===== config.mk =====
export PLATFORM = sky130hd
export DESIGN_NAME = pick_controller_flat
export DESIGN_NICKNAME = d
export VERILOG_FILES = /design/src/rtl/flipflop_pkg.sv /design/src/rtl/pick_controller_if.sv /design/src/rtl/pick_controller_show_timer.sv /design/src/rtl/pick_controller.sv /design/src/flat_wrapper.sv
export SDC_FILE = /design/constraint.sdc
export NUM_CORES = 1
export LEC_CHECK = 0
export ABC_AREA = 0
export CORE_AREA = 2 2 83 85
export DETAILED_ROUTE_END_ITERATION = 16
export DIE_AREA = 0 0 85 87
export PLACE_DENSITY = 0.66
export SLEW_MARGIN = 20
export SYNTH_ARGS = -nofsm -noshare
export SYNTH_HDL_FRONTEND = slang
export SYNTH_SLANG_ARGS = --single-unit

===== constraint.sdc =====
create_clock -name clock -period 4.5 [get_ports clock]
set_input_delay 0.675 -clock clock [delete_from_list [all_inputs] [get_ports clock]]
set_output_delay 0.675 -clock clock [all_outputs]
set_load 0.05 [all_outputs]

===== src/rtl/flipflop_pkg.sv =====
// Shared definitions for the flip-card game blocks (pick controller, cards,
// display). Holds the card value width, the reserved bus codes, the turn
// state encoding and a small helper that tells whether a value is a real
// card face.
package flipflop_pkg;

  localparam int CARD_W = 4;

  // Reserved values on the selected buses and on card faces.
  localparam logic [CARD_W-1:0] NONE_CODE  = 4'hF;
  localparam logic [CARD_W-1:0] BLANK_CODE = 4'h0;

  typedef enum logic [2:0] {
    IDLE,
    FIRST,
    SHOW,
    CLEAR,
    DONE
  } state_t;

  // True for a value that can legally sit on a card face (1..14).
  function automatic logic is_face_value(input logic [CARD_W-1:0] v);
    return (v != NONE_CODE) && (v != BLANK_CODE);
  endfunction

endpackage


===== src/rtl/pick_controller_if.sv =====
// Player pick handshake between the input front end and the pick controller.
//   pick_valid   : player offers a pick
//   pick_ready   : controller can take a pick this cycle
//   pick_index   : board slot of the picked card
//   pick_value   : face value of the picked card
//   pick_removed : picked slot has already been cleared from the board
// master = pick source, slave = pick controller.
interface pick_controller_if import flipflop_pkg::*; ();

  logic              pick_valid;
  logic              pick_ready;
  logic [CARD_W-1:0] pick_index;
  logic [CARD_W-1:0] pick_value;
  logic              pick_removed;

  modport master (
    output pick_valid,
    output pick_index,
    output pick_value,
    output pick_removed,
    input  pick_ready
  );

  modport slave (
    input  pick_valid,
    input  pick_index,
    input  pick_value,
    input  pick_removed,
    output pick_ready
  );

endinterface


===== src/rtl/pick_controller_show_timer.sv =====
// show_timer: loadable down-counter with a terminal-count flag.
// Used for the reveal window and intended for the miss penalty delay.
//   clock      : system clock
//   reset      : synchronous, active-high
//   load       : load load_value (takes priority over counting)
//   load_value : start value; the counter runs load_value+1 enabled cycles
//   en         : count down by one while nonzero
//   expired    : counter is at zero
module show_timer #(
  parameter int W = 4
) (
  input  logic         clock,
  input  logic         reset,
  input  logic         load,
  input  logic [W-1:0] load_value,
  input  logic         en,
  output logic         expired
);

  logic [W-1:0] count;

  always_ff @(posedge clock) begin
    if (reset) begin
      count <= '0;
    end else if (load) begin
      count <= load_value;
    end else if (en && (count != '0)) begin
      count <= count - W'(1);
    end
  end

  assign expired = (count == '0);

endmodule


===== src/rtl/pick_controller.sv =====
// pick_controller: turn sequencer for the flip-card memory game.
// Accepts two picks per turn, drives the shared selectedA/selectedB buses that
// every card compares against, holds the revealed pair for SHOW_CYCLES, then
// returns both buses to NONE on the same edge so cards latch removal or hide.
//   clock       : system clock
//   reset       : synchronous, active-high
//   pick        : pick handshake (slave side)
//   selectedA   : first picked value, NONE when idle
//   selectedB   : second picked value, NONE when not revealing
//   match/miss  : one-cycle turn result pulses
//   reject      : one-cycle pulse for a refused pick
//   pairs_found : matched pairs so far
//   turns       : completed turns, saturating at 255
//   game_done   : all pairs found, sticky until reset
//
// state | meaning
// IDLE  | waiting for the first pick of a turn
// FIRST | first card shown, waiting for a different second card
// SHOW  | both cards shown, reveal timer running
// CLEAR | buses back to NONE for one cycle, result pulse out
// DONE  | all pairs found, picks ignored until reset
module pick_controller import flipflop_pkg::*; #(
  parameter int SHOW_CYCLES = 50000000,
  parameter int NUM_PAIRS   = 8
) (
  input  logic               clock,
  input  logic               reset,
  pick_controller_if.slave   pick,
  output logic [CARD_W-1:0]  selectedA,
  output logic [CARD_W-1:0]  selectedB,
  output logic               match,
  output logic               miss,
  output logic               reject,
  output logic [CARD_W-1:0]  pairs_found,
  output logic [7:0]         turns,
  output logic               game_done
);

  localparam int TW = $clog2(SHOW_CYCLES + 1);
  // The timer is loaded on the edge that puts B on the bus, so counting from
  // SHOW_CYCLES-1 down to 0 keeps B visible for exactly SHOW_CYCLES cycles.
  localparam logic [TW-1:0]     SHOW_LOAD = TW'(SHOW_CYCLES - 1);
  localparam logic [CARD_W-1:0] PAIRS_MAX = CARD_W'(NUM_PAIRS);

  state_t            state;
  logic [CARD_W-1:0] slot_a;
  logic              is_match;

  logic offered;
  logic legal;
  logic accept;
  logic timer_load;
  logic timer_en;
  logic timer_expired;

  assign pick.pick_ready = (state == IDLE) || (state == FIRST);

  assign offered = pick.pick_valid && pick.pick_ready;
  // Picking the same slot twice would let one card match itself.
  assign legal   = !pick.pick_removed
                   && is_face_value(pick.pick_value)
                   && !((state == FIRST) && (pick.pick_index == slot_a));
  assign accept  = offered && legal;

  assign timer_load = accept && (state == FIRST);
  assign timer_en   = (state == SHOW);

  show_timer #(
    .W(TW)
  ) u_show_timer (
    .clock      (clock),
    .reset      (reset),
    .load       (timer_load),
    .load_value (SHOW_LOAD),
    .en         (timer_en),
    .expired    (timer_expired)
  );

  always_ff @(posedge clock) begin
    if (reset) begin
      state       <= IDLE;
      slot_a      <= '0;
      is_match    <= 1'b0;
      selectedA   <= NONE_CODE;
      selectedB   <= NONE_CODE;
      match       <= 1'b0;
      miss        <= 1'b0;
      reject      <= 1'b0;
      pairs_found <= '0;
      turns       <= '0;
      game_done   <= 1'b0;
    end else begin
      match  <= 1'b0;
      miss   <= 1'b0;
      reject <= offered && !legal;

      case (state)
        IDLE: begin
          if (accept) begin
            selectedA <= pick.pick_value;
            slot_a    <= pick.pick_index;
            state     <= FIRST;
          end
        end

        FIRST: begin
          if (accept) begin
            selectedB <= pick.pick_value;
            is_match  <= (pick.pick_value == selectedA);
            state     <= SHOW;
          end
        end

        SHOW: begin
          if (timer_expired) begin
            // Both buses drop together; cards key removal off selectedA.
            selectedA <= NONE_CODE;
            selectedB <= NONE_CODE;
            if (is_match) begin
              match <= 1'b1;
              if (pairs_found < PAIRS_MAX) begin
                pairs_found <= pairs_found + CARD_W'(1);
              end
            end else begin
              miss <= 1'b1;
            end
            if (turns != 8'hFF) begin
              turns <= turns + 8'd1;
            end
            state <= CLEAR;
          end
        end

        CLEAR: begin
          if (pairs_found == PAIRS_MAX) begin
            game_done <= 1'b1;
            state     <= DONE;
          end else begin
            state <= IDLE;
          end
        end

        DONE: begin
          game_done <= 1'b1;
        end

        default: begin
          state <= IDLE;
        end
      endcase
    end
  end

endmodule


===== src/flat_wrapper.sv =====
// flat-port wrapper written by rule: the top's interface ports become plain ports
module pick_controller_flat import flipflop_pkg::*;
#(
  parameter int SHOW_CYCLES = 50000000,
  parameter int NUM_PAIRS   = 8
)
  (clock, reset, selectedA, selectedB, match, miss, reject, pairs_found, turns, game_done, pick_pick_valid, pick_pick_index, pick_pick_value, pick_pick_removed, pick_pick_ready);
  pick_controller_if pick_i ();
  input  logic clock;
  input  logic reset;
  output logic [CARD_W-1:0] selectedA;
  output logic [CARD_W-1:0] selectedB;
  output logic match;
  output logic miss;
  output logic reject;
  output logic [CARD_W-1:0] pairs_found;
  output logic [7:0] turns;
  output logic game_done;
  input wire logic [$bits(pick_i.pick_valid)-1:0] pick_pick_valid;
  input wire logic [$bits(pick_i.pick_index)-1:0] pick_pick_index;
  input wire logic [$bits(pick_i.pick_value)-1:0] pick_pick_value;
  input wire logic [$bits(pick_i.pick_removed)-1:0] pick_pick_removed;
  output wire logic [$bits(pick_i.pick_ready)-1:0] pick_pick_ready;
  assign pick_i.pick_valid = pick_pick_valid;
  assign pick_i.pick_index = pick_pick_index;
  assign pick_i.pick_value = pick_pick_value;
  assign pick_i.pick_removed = pick_pick_removed;
  assign pick_pick_ready = pick_i.pick_ready;
  pick_controller #(.SHOW_CYCLES(SHOW_CYCLES), .NUM_PAIRS(NUM_PAIRS)) u_core (.clock(clock), .reset(reset), .pick(pick_i), .selectedA(selectedA), .selectedB(selectedB), .match(match), .miss(miss), .reject(reject), .pairs_found(pairs_found), .turns(turns), .game_done(game_done));
endmodule

# After elaboration in Yosys (flattened, before gate mapping)
# Cells that the tools add are included.
dict set report classes {
  n_addsub 3
  order_cmp 1
  eq_ne 13
  n_mux 15
  bitwise_logic 3
  n_reduce_logical 31
}
# operator count
set ops {}
lappend ops {{26-bit 2-to-1 mux} 2}
lappend ops {{26-bit logical NOT} 1}
lappend ops {{26-bit nonzero test} 1}
lappend ops {{26-bit by 1-bit subtractor with 26-bit output, second input constant} 1}
lappend ops {{4-bit one-hot mux with 2 select lines} 2}
lappend ops {{3-bit one-hot mux with 5 select lines} 1}
lappend ops {{3-bit 2-to-1 mux} 4}
lappend ops {{1-bit logical AND} 9}
lappend ops {{3-bit AND reduction} 3}
lappend ops {{8-bit by 1-bit adder with 8-bit output, second input constant} 1}
lappend ops {{4-bit == test} 2}
lappend ops {{4-bit 2-to-1 mux} 2}
lappend ops {{2-bit by 1-bit != test with 1-bit output, second input constant} 4}
lappend ops {{8-bit != test, second input constant} 1}
lappend ops {{4-bit AND reduction} 2}
lappend ops {{2-bit nonzero test} 4}
lappend ops {{3-bit by 2-bit == test with 1-bit output, second input constant} 2}
lappend ops {{2-bit AND reduction} 3}
lappend ops {{4-bit by 1-bit adder with 4-bit output, second input constant} 1}
lappend ops {{4-bit == test, second input constant} 1}
lappend ops {{4-bit less-than comparator, second input constant} 1}
lappend ops {{4-bit != test, second input constant} 1}
lappend ops {{4-bit nonzero test} 1}
lappend ops {{3-bit by 1-bit == test with 1-bit output, second input constant} 1}
lappend ops {{9 further kinds} 15}
dict set report word_totals {
  regBits 58
  inputBits 12
  out_inout_bits 25
  elab_cells 79
}

# Depth between registers and ports, before layout
dict set report logic_depth {
  word_depth 7
  ltp_mapped 9
  mapped_depth_nobuf 7
}

# By module
# From an unflattened synthesis, not the netlist that was laid out.
dict set report unflattened {
  hier_cells 380
  hier_area_um2 3240.6
}
# mod instances cells_each area_per_inst_um2 seq_area_each_um2
set modules_own_cells {}
lappend modules_own_cells {show_timer 1 201 1654.1 520.5}
lappend modules_own_cells {pick_controller 1 179 1586.5 640.6}

# Worst setup path after synthesis
# No wires, ideal clock.
dict set report synth_path {
  path_type {reg-to-reg}
  from {register u_core.state[2]}
  to {register u_core.u_show_timer.count[10]}
  setup_ns 0.130
  arrival_ns 2.251
  required_ns 4.370
  path_slack_ns 2.119
  path_stages_with_launch 8
  path_buffers 2
  period_less_slack_ns 2.381
  cell_sequence {dfxtp_1 > nor2_1 > nand4_1 > or2_2 > clkbuf_1 > nand2b_1 > clkbuf_1 > a21oi_1}
}
dict set report synth_between {
  elab_cells_between_ends 12
  cone_classes {2 x eq/ne; 10 x reduce/logical}
}
# element line_no
set synth_rtl {}
lappend synth_rtl {{start, declared} pick_controller.sv:45} ;# state_t state;
lappend synth_rtl {{start signal, assigned} pick_controller.sv:81} ;# state <= IDLE;
lappend synth_rtl {{start signal, assigned} pick_controller.sv:102} ;# state <= FIRST;
lappend synth_rtl {{start signal, assigned} pick_controller.sv:110} ;# state <= SHOW;
lappend synth_rtl {{3-bit by 1-bit == test with 1-bit output / 3-bit logical NOT (equally long branches)} pick_controller.sv:56} ;# assign pick.pick_ready = (state == IDLE) || (state == FIRST);
lappend synth_rtl {{1-bit logical OR *} pick_controller.sv:56}
lappend synth_rtl {{via pick_pick_ready} flat_wrapper.sv:23} ;# output wire logic [$bits(pick_i.pick_ready)-1:0] pick_pick_ready;
lappend synth_rtl {{1-bit logical AND *} pick_controller.sv:58} ;# assign offered = pick.pick_valid && pick.pick_ready;
lappend synth_rtl {{1-bit logical AND *} pick_controller.sv:63} ;# assign accept = offered && legal;
lappend synth_rtl {{1-bit logical AND *} pick_controller.sv:65} ;# assign timer_load = accept && (state == FIRST);
lappend synth_rtl {{2-bit OR reduction (no line) *} --}
lappend synth_rtl {{end signal, assigned} pick_controller_show_timer.sv:26} ;# count <= load_value;
lappend synth_rtl {{end signal, assigned} pick_controller_show_timer.sv:28} ;# count <= count - W'(1);
lappend synth_rtl {{end, declared} pick_controller_show_timer.sv:20} ;# logic [W-1:0] count;
# Mark *: on every way through the listed nets, which the timed path passes. The rest lies on a longest branch.
# A chain may end at the register's enable or synchronous reset.

# Worst setup path in the final report
dict set report layout_path {
  from {register u_core.u_show_timer.count[12]}
  to {register u_core.turns[7]}
}
dict set report layout_between {
  elab_chain_len 2
}
# element line_no
set layout_rtl {}
lappend layout_rtl {{26-bit logical NOT} pick_controller_show_timer.sv:32} ;# assign expired = (count == '0);
lappend layout_rtl {{3-bit AND reduction (no line)} --}
lappend layout_rtl {{end signal, assigned} pick_controller.sv:128} ;# turns <= turns + 8'd1;
lappend layout_rtl {{end, declared} pick_controller.sv:35} ;# output logic [7:0] turns,
# Every way passes these cells.

==> results.py <==
metrics = {
    "clock_network": {
        "htreeDepth": 3,
        "cts_buffer_depth": 2,
        "path_clk_slew_ps": 60,
        "post_cts_buffers": 0,
        "cts_resized": 0,
        "numCtsBuffers": 9,
        "cts-root-buf": "clkbuf_8",
        "cts_tree": "done",
        "clkLatencyLatePin_ps": 340,
        "cts.sinks": 58,
        "ctsHoldBuffers": 0,
    },
    "yosys": {
        "synth-seq-cells": 58,
        "synth_xor_area_frac": 0.0396,
        "ys_top_cells_by_area": "dfxtp_1 40%, a21oi_1 5.0%, or4_1 3.9%",
        "yosysWarnings": 0,
        "synthAdderAreaFrac": 0.0217,
        "synth.distinct_cells": 47,
        "synth.net_count": 355,
        "yosys.area.top_type_share": 0.403,
        "synth_compound_area_frac": 0.208,
        "synth_top_family_by_area": "simple AND/OR/NAND/NOR gates",
        "syn_avg_cell_area_um2": 8.51,
        "synth_mux_area_frac": 0.00696,
        "yosys.area.top_type": "dfxtp_1",
        "synth_simple_gate_area_share": 0.282,
        "syn_area_um2": 2880,
        "synthCells": 338,
        "ys_seq_area_frac": 0.403,
    },
    "sta": {
        "fmax_mhz": 355,
        "worstMarginPinSlew_ps": 963,
        "period_needed_ps": 2810,
        "final_max_slew_viol_count": 0,
        "setup_viol": 0,
        "clock_skew_ps": 7.99,
        "fin_crit_sh": 0.625,
        "hold_viol_final": 0,
        "rsz0062_at_grt": "no",
        "max_slew_margin": 0.358,
        "whs_ps": 453,
        "fin_setup_tns_ps": 0,
    },
    "pwr": {
        "clockPowerShare": 0.378,
        "vdd_drop_max_v": 0.000184,
        "p_leak_nw": 1.22,
        "total_power_w": 0.00124,
        "p_comb_frac": 0.179,
        "power.net_switching_w": 0.000365,
        "p_sw_frac": 0.295,
        "power_density_nw_per_um2": 357,
        "p_int_w": 0.000873,
        "seq_power_share": 0.443,
    },
    "floorplan": {
        "fp.dieW_um": 85,
        "die-height_um": 87,
        "coreArea_um2": 6570,
        "ios": 37,
        "die_area_um2": 7400,
        "initial_core_util": 0.438,
        "rows": 30,
    },
    "critical_path": {
        "cp.arrival_ps": 3050,
        "cp_slowest_cell": "nor4_1",
        "path_class": "reg2reg",
        "path_common_cell": "nor4_1",
        "r2r_slack_ps": 1690,
        "critical_path_peak_fanout": 11,
        "startpoint_type": "flip-flop",
        "crit_path_end_kind": "flip-flop",
        "cp.buffers_inverters": 0,
        "cp_top_family": "simple AND/OR/NAND/NOR gates",
        "critical-path-max-stage-delay_ps": 910,
        "cp.required_ps": 4740,
        "cp_cell_sequence": "nor4_1 -> nand4_1 -> nor4_1 -> a21oi_1 -> a31o_2",
    },
    "route": {
        "dr_total_vias": 2673,
        "totalWireLength_mm": 6.94,
        "wire_per_inst_um": 15.3,
        "drt-initial-drc-count": 86,
        "drc": 0,
        "antenna_left": 0,
        "via_per_inst": 5.89,
        "first_pass_iters": 4,
    },
    "cells_and_area": {
        "final_common_cell": "dfxtp_1",
        "fillerInstances": 596,
        "drive_above_1_share": 0.0802,
        "nNetsFinal": 387,
        "area_growth_pct": 20.7,
        "diodes": 0,
        "final_cell_mix": "58 x dfxtp_1, 36 x clkdlybuf4s50_1, 29 x a21oi_1, 23 x nor2_1, 21 x nor3_1",
        "final_cells": 454,
    },
    "grt": {
        "grt_pass1_wl_mm": 12.0,
        "grt_max_degree": 29,
        "grt_pass1_vias": 2530,
        "grt_use_total": 0.201,
        "antenna_found_initial": 0,
        "gr-total-overflow": 0,
    },
    "job": {
        "max_cap_violations": 0,
    },
    "place": {
        "dp.final_hpwl_mm": 4.85,
        "port_buffers": 36,
        "dp.cells": 439,
        "gp_congestion": 0.796,
    },
    "min_path": {
        "hold_path_class": "reg2reg",
    },
    "outcome": {
        "status": "complete, no violations",
    },
}
-- metrics by stage --
step / util / cell area (µm²) / setup slack [ps]
floorplan: - / 2880 / 2120
global placement: 0.501 / 3290 / 1680
detailed placement: 0.501 / 3290 / 1660
CTS: 0.529 / 3470 / 1660
global route: 0.529 / 3470 / 1340
finish: 0.529 / 3470 / 1690
-- state kept, by name (all words and copies together), names as in the netlist --
signal	count
u_core.u_show_timer.count	26
u_core.turns	8
u_core.pairs_found	4
u_core.selectedA	4
u_core.selectedB	4
u_core.slot_a	4
u_core.state	3
u_core.game_done	1
u_core.is_match	1
u_core.match	1
u_core.miss	1
u_core.reject	1
-- synthesized netlist by cell type, drive strengths merged --
library cell	number
o21ai	8
a21oi	29
and4bb	2
clkbuf	13
and2	1
a41o	1
a21boi	1
nor3	21
a31o	5
nor4	14
nand2b	8
buf	5
a41oi	1
mux2i	2
a31oi	9
o41ai	2
nor2	23
or4	15
clkinv	1
o22ai	4
nor4b	1
nor3b	3
a211oi	4
ha	5
xnor2	7
or2	5
nand3	6
inv	9
or3	7
or3b	2
or4b	1
nand2	16
o31ai	10
a2111o	1
a311oi	4
o31a	1
o21bai	8
o32a	1
nand4	9
o211ai	2
and4	6
dfxtp	58
and3	1
xor2	6
-- per-layer routing --
metal | track usage | vias to the layer above | part of all wire
li1 | - | 1353 | -
met1 | 0.265 | 1266 | 0.48
met2 | 0.317 | 43 | 0.47
met3 | 0.0464 | 11 | 0.029
met4 | 0.0851 | 0 | 0.019
met5 | 0 | - | 0
-- cell families (layout without fill, tap and decap cells) --
| logic type | Yosys count | in the layout |
|---|---|---|
| mux | 2 | 2 |
| buf+inv | 28 | 64 |
| xor+xnor | 13 | 13 |
| fa+ha+maj | 5 | 5 |
| simple gates | 141 | 141 |
| flops | 58 | 58 |
| compound gates | 91 | 91 |
-- final cells by class --
cell class | instances | area (µm²) | area share
clock inverters | 3 | 40.0 | 0.0115
well taps | 80 | 100 | 0.0288
inverters | 10 | 37.5 | 0.0108
flip-flops and latches | 58 | 1160 | 0.334
clock buffers | 12 | 145 | 0.0418
repair buffers | 39 | 383 | 0.110
multi-input cells | 252 | 1610 | 0.463
-- worst register-to-register path, delay by kind of cell, from the launching register on --
kind	cells	cell delay, ps
simple gates	3	1970
compound gates	2	380
flops	1	360
-- worst paths after layout --
check / from / end / cells past startpoint
worst max register to register: u_core.u_show_timer.count[12]$_SDFFE_PP0P_ / u_core.turns[7]$_SDFFE_PP0P_ / 5
worst max-delay path: u_core.u_show_timer.count[12]$_SDFFE_PP0P_ / u_core.turns[7]$_SDFFE_PP0P_ / 5
worst min register to register: u_core.game_done$_SDFFE_PP0P_ / u_core.game_done$_SDFFE_PP0P_ / 2
worst min-delay path: u_core.game_done$_SDFFE_PP0P_ / u_core.game_done$_SDFFE_PP0P_ / 2
-- power by group through the flow --
stage / clock [W] / sequential [W] / combinational (W)
after detailed placement: 0 / 0.000560 / 0.000221
after global placement: 0 / 0.000559 / 0.000218
after CTS: 0.000479 / 0.000548 / 0.000221
after floorplan: 0 / 0.000568 / 0.000153
final: 0.000469 / 0.000549 / 0.000221
after global routing: 0.000500 / 0.000551 / 0.000248
(Power assumes the default switching activity.)
